**src/rtl/geet_fifo_stream_reader_if.sv**
```systemverilog
`default_nettype none
// ============================================================================
//  Module      : geet_fifo_rd_if / geet_stream_if
//  Description : Interfaces used by geet_fifo_stream_reader.
//                geet_fifo_rd_if - read port of a registered-output FIFO
//                  fifo_empty  FIFO empty flag (registered inside the FIFO)
//                  fifo_rd_en  pop request from the reader
//                  fifo_d_out  read data, valid one cycle after fifo_rd_en
//                geet_stream_if  - valid/ready stream towards downstream
//                  m_valid     data valid
//                  m_ready     downstream accepts m_data this cycle
//                  m_data      stream data
//                  buf_count   words currently held by the producer (0..2)
//                Modport "master" is the reader side in both interfaces.
//  Revision    : 1.0 - initial release
// ============================================================================

interface geet_fifo_rd_if #(
    parameter int DATA_WIDTH = 32
);
    logic                  fifo_empty;
    logic                  fifo_rd_en;
    logic [DATA_WIDTH-1:0] fifo_d_out;

    // Reader side: issues pops, consumes flag and data.
    modport master (
        input  fifo_empty,
        input  fifo_d_out,
        output fifo_rd_en
    );

    // FIFO side: supplies flag and data, receives pops.
    modport slave (
        output fifo_empty,
        output fifo_d_out,
        input  fifo_rd_en
    );
endinterface

interface geet_stream_if #(
    parameter int DATA_WIDTH = 32
);
    logic                  m_valid;
    logic                  m_ready;
    logic [DATA_WIDTH-1:0] m_data;
    logic [1:0]            buf_count;

    // Stream producer.
    modport master (
        output m_valid,
        output m_data,
        output buf_count,
        input  m_ready
    );

    // Stream consumer.
    modport slave (
        input  m_valid,
        input  m_data,
        input  buf_count,
        output m_ready
    );
endinterface

`default_nettype wire

```
**src/rtl/geet_fifo_stream_reader.sv**
```systemverilog
`default_nettype none
// ============================================================================
//  Module      : geet_fifo_stream_reader
//  Description : Read-side adapter for registered-output FIFOs. Pops the FIFO
//                only when it is non-empty and a buffer slot is guaranteed,
//                absorbs the one-cycle read latency in a 2-entry skid buffer
//                and presents the words as a full-throughput valid/ready
//                stream.
//  Ports       : clk      - single clock, all logic on posedge
//                reset_n  - asynchronous active-low reset
//                flush    - synchronous discard of buffered/in-flight words
//                fifo     - geet_fifo_rd_if.master (FIFO read port)
//                strm     - geet_stream_if.master  (stream output + buf_count)
//  Revision    : 1.0 - initial release
// ============================================================================

module geet_fifo_stream_reader #(
    parameter int DATA_WIDTH = 32
) (
    input  wire            clk,
    input  wire            reset_n,
    input  wire            flush,
    geet_fifo_rd_if.master fifo,
    geet_stream_if.master  strm
);

    // ------------------------------------------------------------------
    // State
    // ------------------------------------------------------------------
    logic [DATA_WIDTH-1:0] r_mem [2];   // skid buffer storage
    logic                  r_head;      // oldest buffered word
    logic                  r_tail;      // next free slot
    logic [1:0]            r_count;     // words in the skid buffer
    logic                  r_inflight;  // a pop was issued last cycle
    logic                  r_valid;
    logic [DATA_WIDTH-1:0] r_data;

    // ------------------------------------------------------------------
    // Combinational control
    // ------------------------------------------------------------------
    logic                  w_pop;       // word leaves the buffer this edge
    logic                  w_cap;       // returning FIFO word is stored this edge
    logic [2:0]            w_credit;    // occupancy once this cycle settles
    logic                  w_rd_en;
    logic [1:0]            w_count_nxt;
    logic                  w_head_nxt;
    logic                  w_tail_nxt;
    logic [DATA_WIDTH-1:0] w_head_word; // word at the head after this edge

    assign w_pop = r_valid & strm.m_ready;

    // Buffered words plus the one still returning from the FIFO, minus the
    // one leaving now. A new pop is allowed only if that leaves a free slot
    // for its data next cycle, so the buffer can never overflow. r_valid
    // implies r_count >= 1, so the subtraction cannot underflow.
    assign w_credit = {1'b0, r_count} + {2'b00, r_inflight} - {2'b00, w_pop};

    // reset_n gates the request directly so the FIFO sees no pop while the
    // block is held in reset, even with fifo_empty low.
    assign w_rd_en = reset_n & ~fifo.fifo_empty & ~flush & (w_credit < 3'd2);

    // A word returning during a flush cycle is discarded.
    assign w_cap = r_inflight & ~flush;

    always_comb begin
        w_count_nxt = r_count;
        w_head_nxt  = r_head;
        w_tail_nxt  = r_tail;
        w_head_word = r_mem[r_head];

        if (flush) begin
            w_count_nxt = 2'd0;
            w_head_nxt  = 1'b0;
            w_tail_nxt  = 1'b0;
        end else begin
            case ({w_cap, w_pop})
                2'b10:   w_count_nxt = r_count + 2'd1;
                2'b01:   w_count_nxt = r_count - 2'd1;
                default: w_count_nxt = r_count;
            endcase
            if (w_pop) begin
                w_head_nxt = ~r_head;
            end
            if (w_cap) begin
                w_tail_nxt = ~r_tail;
            end
        end

        // When the new head is the slot being written this edge, the value
        // comes straight from the FIFO; otherwise it is already stored.
        if (w_cap && (r_tail == w_head_nxt)) begin
            w_head_word = fifo.fifo_d_out;
        end else begin
            w_head_word = r_mem[w_head_nxt];
        end
    end

    // ------------------------------------------------------------------
    // Registers
    // ------------------------------------------------------------------
    always_ff @(posedge clk or negedge reset_n) begin
        if (!reset_n) begin
            r_head     <= 1'b0;
            r_tail     <= 1'b0;
            r_count    <= 2'd0;
            r_inflight <= 1'b0;
            r_valid    <= 1'b0;
            r_data     <= '0;
        end else begin
            r_head     <= w_head_nxt;
            r_tail     <= w_tail_nxt;
            r_count    <= w_count_nxt;
            // w_rd_en is forced low during flush, which also clears this.
            r_inflight <= w_rd_en;
            r_valid    <= (w_count_nxt != 2'd0);
            // m_data keeps its last value once the buffer runs dry.
            if (w_count_nxt != 2'd0) begin
                r_data <= w_head_word;
            end
        end
    end

    // Storage needs no reset: an entry is only read after it was written.
    always_ff @(posedge clk) begin
        if (w_cap) begin
            r_mem[r_tail] <= fifo.fifo_d_out;
        end
    end

    // ------------------------------------------------------------------
    // Outputs
    // ------------------------------------------------------------------
    assign fifo.fifo_rd_en = w_rd_en;
    assign strm.m_valid    = r_valid;
    assign strm.m_data     = r_data;
    assign strm.buf_count  = r_count;

    // ------------------------------------------------------------------
    // Simulation checks
    // ------------------------------------------------------------------
    a_no_read_when_empty : assert property (
        @(posedge clk) disable iff (!reset_n)
        !(fifo.fifo_rd_en && fifo.fifo_empty)
    );

    a_count_in_range : assert property (
        @(posedge clk) disable iff (!reset_n)
        r_count <= 2'd2
    );

endmodule

`default_nettype wire

```
**src/flat_wrapper.sv**
```systemverilog
// flat-port wrapper written by rule: the top's interface ports become plain ports
module geet_fifo_stream_reader_flat 
#(
    parameter int DATA_WIDTH = 32
)
  (clk, reset_n, flush, fifo_fifo_empty, fifo_fifo_d_out, fifo_fifo_rd_en, strm_m_valid, strm_m_data, strm_buf_count, strm_m_ready);
  geet_fifo_rd_if #(.DATA_WIDTH(DATA_WIDTH)) fifo_i ();
  geet_stream_if #(.DATA_WIDTH(DATA_WIDTH)) strm_i ();
  input  wire clk;
  input  wire reset_n;
  input  wire flush;
  input wire logic [$bits(fifo_i.fifo_empty)-1:0] fifo_fifo_empty;
  input wire logic [$bits(fifo_i.fifo_d_out)-1:0] fifo_fifo_d_out;
  output wire logic [$bits(fifo_i.fifo_rd_en)-1:0] fifo_fifo_rd_en;
  output wire logic [$bits(strm_i.m_valid)-1:0] strm_m_valid;
  output wire logic [$bits(strm_i.m_data)-1:0] strm_m_data;
  output wire logic [$bits(strm_i.buf_count)-1:0] strm_buf_count;
  input wire logic [$bits(strm_i.m_ready)-1:0] strm_m_ready;
  assign fifo_i.fifo_empty = fifo_fifo_empty;
  assign fifo_i.fifo_d_out = fifo_fifo_d_out;
  assign fifo_fifo_rd_en = fifo_i.fifo_rd_en;
  assign strm_m_valid = strm_i.m_valid;
  assign strm_m_data = strm_i.m_data;
  assign strm_buf_count = strm_i.buf_count;
  assign strm_i.m_ready = strm_m_ready;
  geet_fifo_stream_reader #(.DATA_WIDTH(DATA_WIDTH)) u_core (.clk(clk), .reset_n(reset_n), .flush(flush), .fifo(fifo_i), .strm(strm_i));
endmodule
```
**config.mk**
```make
export PLATFORM = sky130hd
export DESIGN_NAME = geet_fifo_stream_reader_flat
export DESIGN_NICKNAME = d
export VERILOG_FILES = /design/src/rtl/geet_fifo_stream_reader_if.sv /design/src/rtl/geet_fifo_stream_reader.sv /design/src/flat_wrapper.sv
export SDC_FILE = /design/constraint.sdc
export NUM_CORES = 1
export LEC_CHECK = 0
export ABC_CLOCK_PERIOD_IN_PS = 4600
export CORE_UTILIZATION = 55
export CTS_BUF_LIST = sky130_fd_sc_hd__clkbuf_4 sky130_fd_sc_hd__clkbuf_8
export CTS_CLUSTER_SIZE = 24
export DETAILED_ROUTE_END_ITERATION = 12
export GPL_ROUTABILITY_DRIVEN = 1
export HOLD_SLACK_MARGIN = 0.06
export PLACE_DENSITY = 0.86
export SYNTH_ARGS = -nofsm -noshare
export SYNTH_HDL_FRONTEND = slang
export SYNTH_SLANG_ARGS = --single-unit
```
**constraint.sdc**
```tcl
create_clock -name clk -period 4.6 [get_ports clk]
set_input_delay 0.69 -clock clk [delete_from_list [all_inputs] [get_ports clk]]
set_output_delay 0.69 -clock clk [all_outputs]
set_load 0.1 [all_outputs]
```
==> impl_metrics.env <==
export IMPL_synth_simple_gate_area_share_pct=13.5
export IMPL_slowest_stage="clkdlybuf4s50_1"
export IMPL_synth_top_family_by_area="compound AO/OA/AOI/OAI gates"
export IMPL_postCtsResizedCells=0
export IMPL_ys_ff_latch=102
export IMPL_syn_inst=366
export IMPL_dr_pass1_iters=5
export IMPL_finalMaxSlewViolations=0
export IMPL_grt_pass1_vias=3530
export IMPL_wl_met3_um=934
export IMPL_wl_met2_um=5710
export IMPL_drt_iter0_markers=361
export IMPL_yosys_area_top_type="edfxtp_1"
export IMPL_muxShareOfSynthArea_pct=0.213
export IMPL_crit_path_max_incr_delay_ns=0.50
export IMPL_grt_antenna_before_repair=0
export IMPL_numClockSinks=102
export IMPL_diodes=0
export IMPL_core_rowCount=33
export IMPL_endpoint_kind="primary output"
export IMPL_clk_path_buf_depth=2
export IMPL_io_pins=73
export IMPL_yosysUniqueCellTypes=36
export IMPL_holdWs_ns=0.379
export IMPL_yosys_warnings=0
export IMPL_synth_compound_area_share_pct=18.6
export IMPL_clkPwrFrac_pct=15.3
export IMPL_grt_pass1_wl_um=17700
export IMPL_cts_tree="built"
export IMPL_stdcell_count=531
export IMPL_p_int_mw=1.88
export IMPL_fin_ws_ns=0.880
export IMPL_fmax_mhz=269
export IMPL_nNetsFinal=459
export IMPL_syn_cell_area_um2=4690
export IMPL_cts_hold_buf=0
export IMPL_fill_cells=563
export IMPL_yosysSeqAreaShare_pct=61.2
export IMPL_syn_num_nets=404
export IMPL_ir_worst_vdd_v=0.000353
export IMPL_setup_violations_final=0
export IMPL_chipWidth_um=94.4
export IMPL_wl_met1_um=4300
export IMPL_critical_path_class="input pin to primary output"
export IMPL_fin_crit_sh_pct=80.9
export IMPL_crit_family="buffers and inverters"
export IMPL_viasPerCell=6.46
export IMPL_layout_drive_gt1_share_pct=16.2
export IMPL_grt_usage_pct=27.1
export IMPL_power_switching_mw=1.88
export IMPL_setup_tns_ns=0
export IMPL_r2r_slack_ns=2.23
export IMPL_port_buffers=72
export IMPL_slew_headroom_pct=33.5
export IMPL_hold_viol_final=0
export IMPL_place_inst=515
export IMPL_grt_max_degree=41
export IMPL_cts_root_buffer="clkbuf_8"
export IMPL_worstPathRequired_ns=3.91
export IMPL_clk_pin_slew_ns=0.09
export IMPL_start_util_pct=57.1
export IMPL_hold_path_class="input pin to async pin"
export IMPL_synth_top_area_share_pct=41.0
export IMPL_synthAdderAreaFrac_pct=0.427
export IMPL_pre_cts_slack_ns=0.885
export IMPL_die_h_um=94.4
export IMPL_tightest_slew_ns=0.995
export IMPL_final_cell_mix="clkdlybuf4s50_1 (70), edfxtp_1 (64), dfrtp_1 (38)"
export IMPL_crit_path_frequent_cell="nand2_1"
export IMPL_synthToLayoutAreaGrowth_pct=20.3
export IMPL_place_gp_congestion=0.778
export IMPL_core_um2=8220
export IMPL_pwr_share_seq_pct=32.8
export IMPL_final_common_cell="clkdlybuf4s50_1"
export IMPL_crit_fanout=6
export IMPL_dr_max_layer_used="met4"
export IMPL_num_vias=3431
export IMPL_switching_share_pct=49.9
export IMPL_hpwl_um=6540
export IMPL_skew_ns=0.00935
export IMPL_maxCapViolCount=0
export IMPL_cts_max_level=3
export IMPL_period_needed_ns=3.72
export IMPL_wl_um=11200
export IMPL_arrival_ns=3.03
export IMPL_start_kind="input pin"
export IMPL_drc=0
export IMPL_status="complete, no violations"
export IMPL_avgSynthCellArea_um2=12.8
export IMPL_path_buf_inv=2
export IMPL_yosys_top_cells_area="edfxtp_1 (41%), dfrtp_1 (20%), o31ai_2 (8.0%)"
export IMPL_post_cts_setup_buffers=0
export IMPL_regArea_um2=2870
export IMPL_cts_buffers=9
export IMPL_rsz0062_at_grt="false"
export IMPL_multiInputGateArea_um2=1630
export IMPL_grt_overflow_total=0
export IMPL_path_cells="clkdlybuf4s50_1 > a21boi_1 > or2_2 > nand2_1 > fa_1 > nand2_1 > nor4_2 > buf_4"
export IMPL_combPwrFrac_pct=51.9
export IMPL_synth_xor_area_share_pct=1.44
export IMPL_routedWlPerCell_um=21.0
export IMPL_p_leak_nw=1.98
export IMPL_clkLatencyLatePin_ns=0.37
export IMPL_antenna_left=0
export IMPL_die_area_um2=8900
export IMPL_power_density_nw_per_um2=666
## power by group through the flow
stage               registers, mW  logic (mW)  clock network (mW)
finish                       1.23        1.95               0.576
global route                 1.25        2.02               0.612
CTS                          1.23        1.95               0.582
detailed placement           1.25        1.94                   0
global placement             1.25        1.92                   0
floorplan                    2.22       0.528                   0
## cell usage after synthesis, drive strengths merged
cell	n
and2	2
nor3b	1
nand2b	33
a211o	1
o31ai	33
mux2i	1
nor3	32
or2	1
nor2b	1
buf	12
xor2	3
inv	2
a221oi	32
edfxtp	64
clkbuf	27
xnor2	3
a21boi	1
nand2	3
a21o	1
nand3b	1
a21oi	32
and3b	1
nand3	32
nor4bb	1
dfrtp	38
fa	1
a21bo	1
nor4	1
nor2	5
## cell families (layout without fill, tap and decap cells)
family	count (synthesis)	count (layout)
and+or+nand+nor	114	114
DFF	102	102
AOI/OAI and AO/OA	101	101
buffers and inverters	41	101
xor gates and xnor gates	6	6
adders and majority gates	1	1
muxes	1	1
## path summary, 6_finish.rpt
kind                                        start                  endpoint  cells after the start
setup / recovery                     strm_m_ready           fifo_fifo_rd_en                      8
hold / removal                            reset_n  u_core.strm.buf_count[0]                      2
min in group clk           u_core.strm.m_data[13]    u_core.strm.m_data[13]                      2
hold reg to reg            u_core.strm.m_data[13]    u_core.strm.m_data[13]                      2
max in group asynchronous                 reset_n     u_core.strm.m_data[8]                      2
setup reg to reg              u_core.strm.m_valid     u_core.strm.m_data[2]                      5
## area by class of cell
type | instances | share of cell area (%)
multi-input cells | 223 | 28.9
flip-flops and latches | 102 | 50.9
clock inverters | 5 | 1.04
well taps | 105 | 2.33
inverters | 2 | 0.133
clock buffers | 11 | 2.57
repair buffers | 83 | 14.1
## through the flow
step	area [um^2]	utilization (%)	total power, mW
floorplan	4700	-	2.75
global placement	5440	66.2	3.16
detailed placement	5440	66.2	3.20
CTS	5650	68.7	3.76
global route	5650	68.7	3.88
finish	5650	68.7	3.76
## state kept, by name, summed over array words and instances, names as in the netlist
register / count
u_core.strm.m_valid: 1
u_core.r_head: 1
u_core.r_mem: 64
u_core.strm.buf_count: 2
u_core.r_tail: 1
u_core.r_inflight: 1
u_core.strm.m_data: 32
## routing by layer
metal,global-route usage [%],vias to the layer above
met4,13.2,0
met5,0,-
met1,33.9,1688
met3,4.51,19
met2,45.8,214
li1,-,1510
Power figures use the tool's default switching activity.
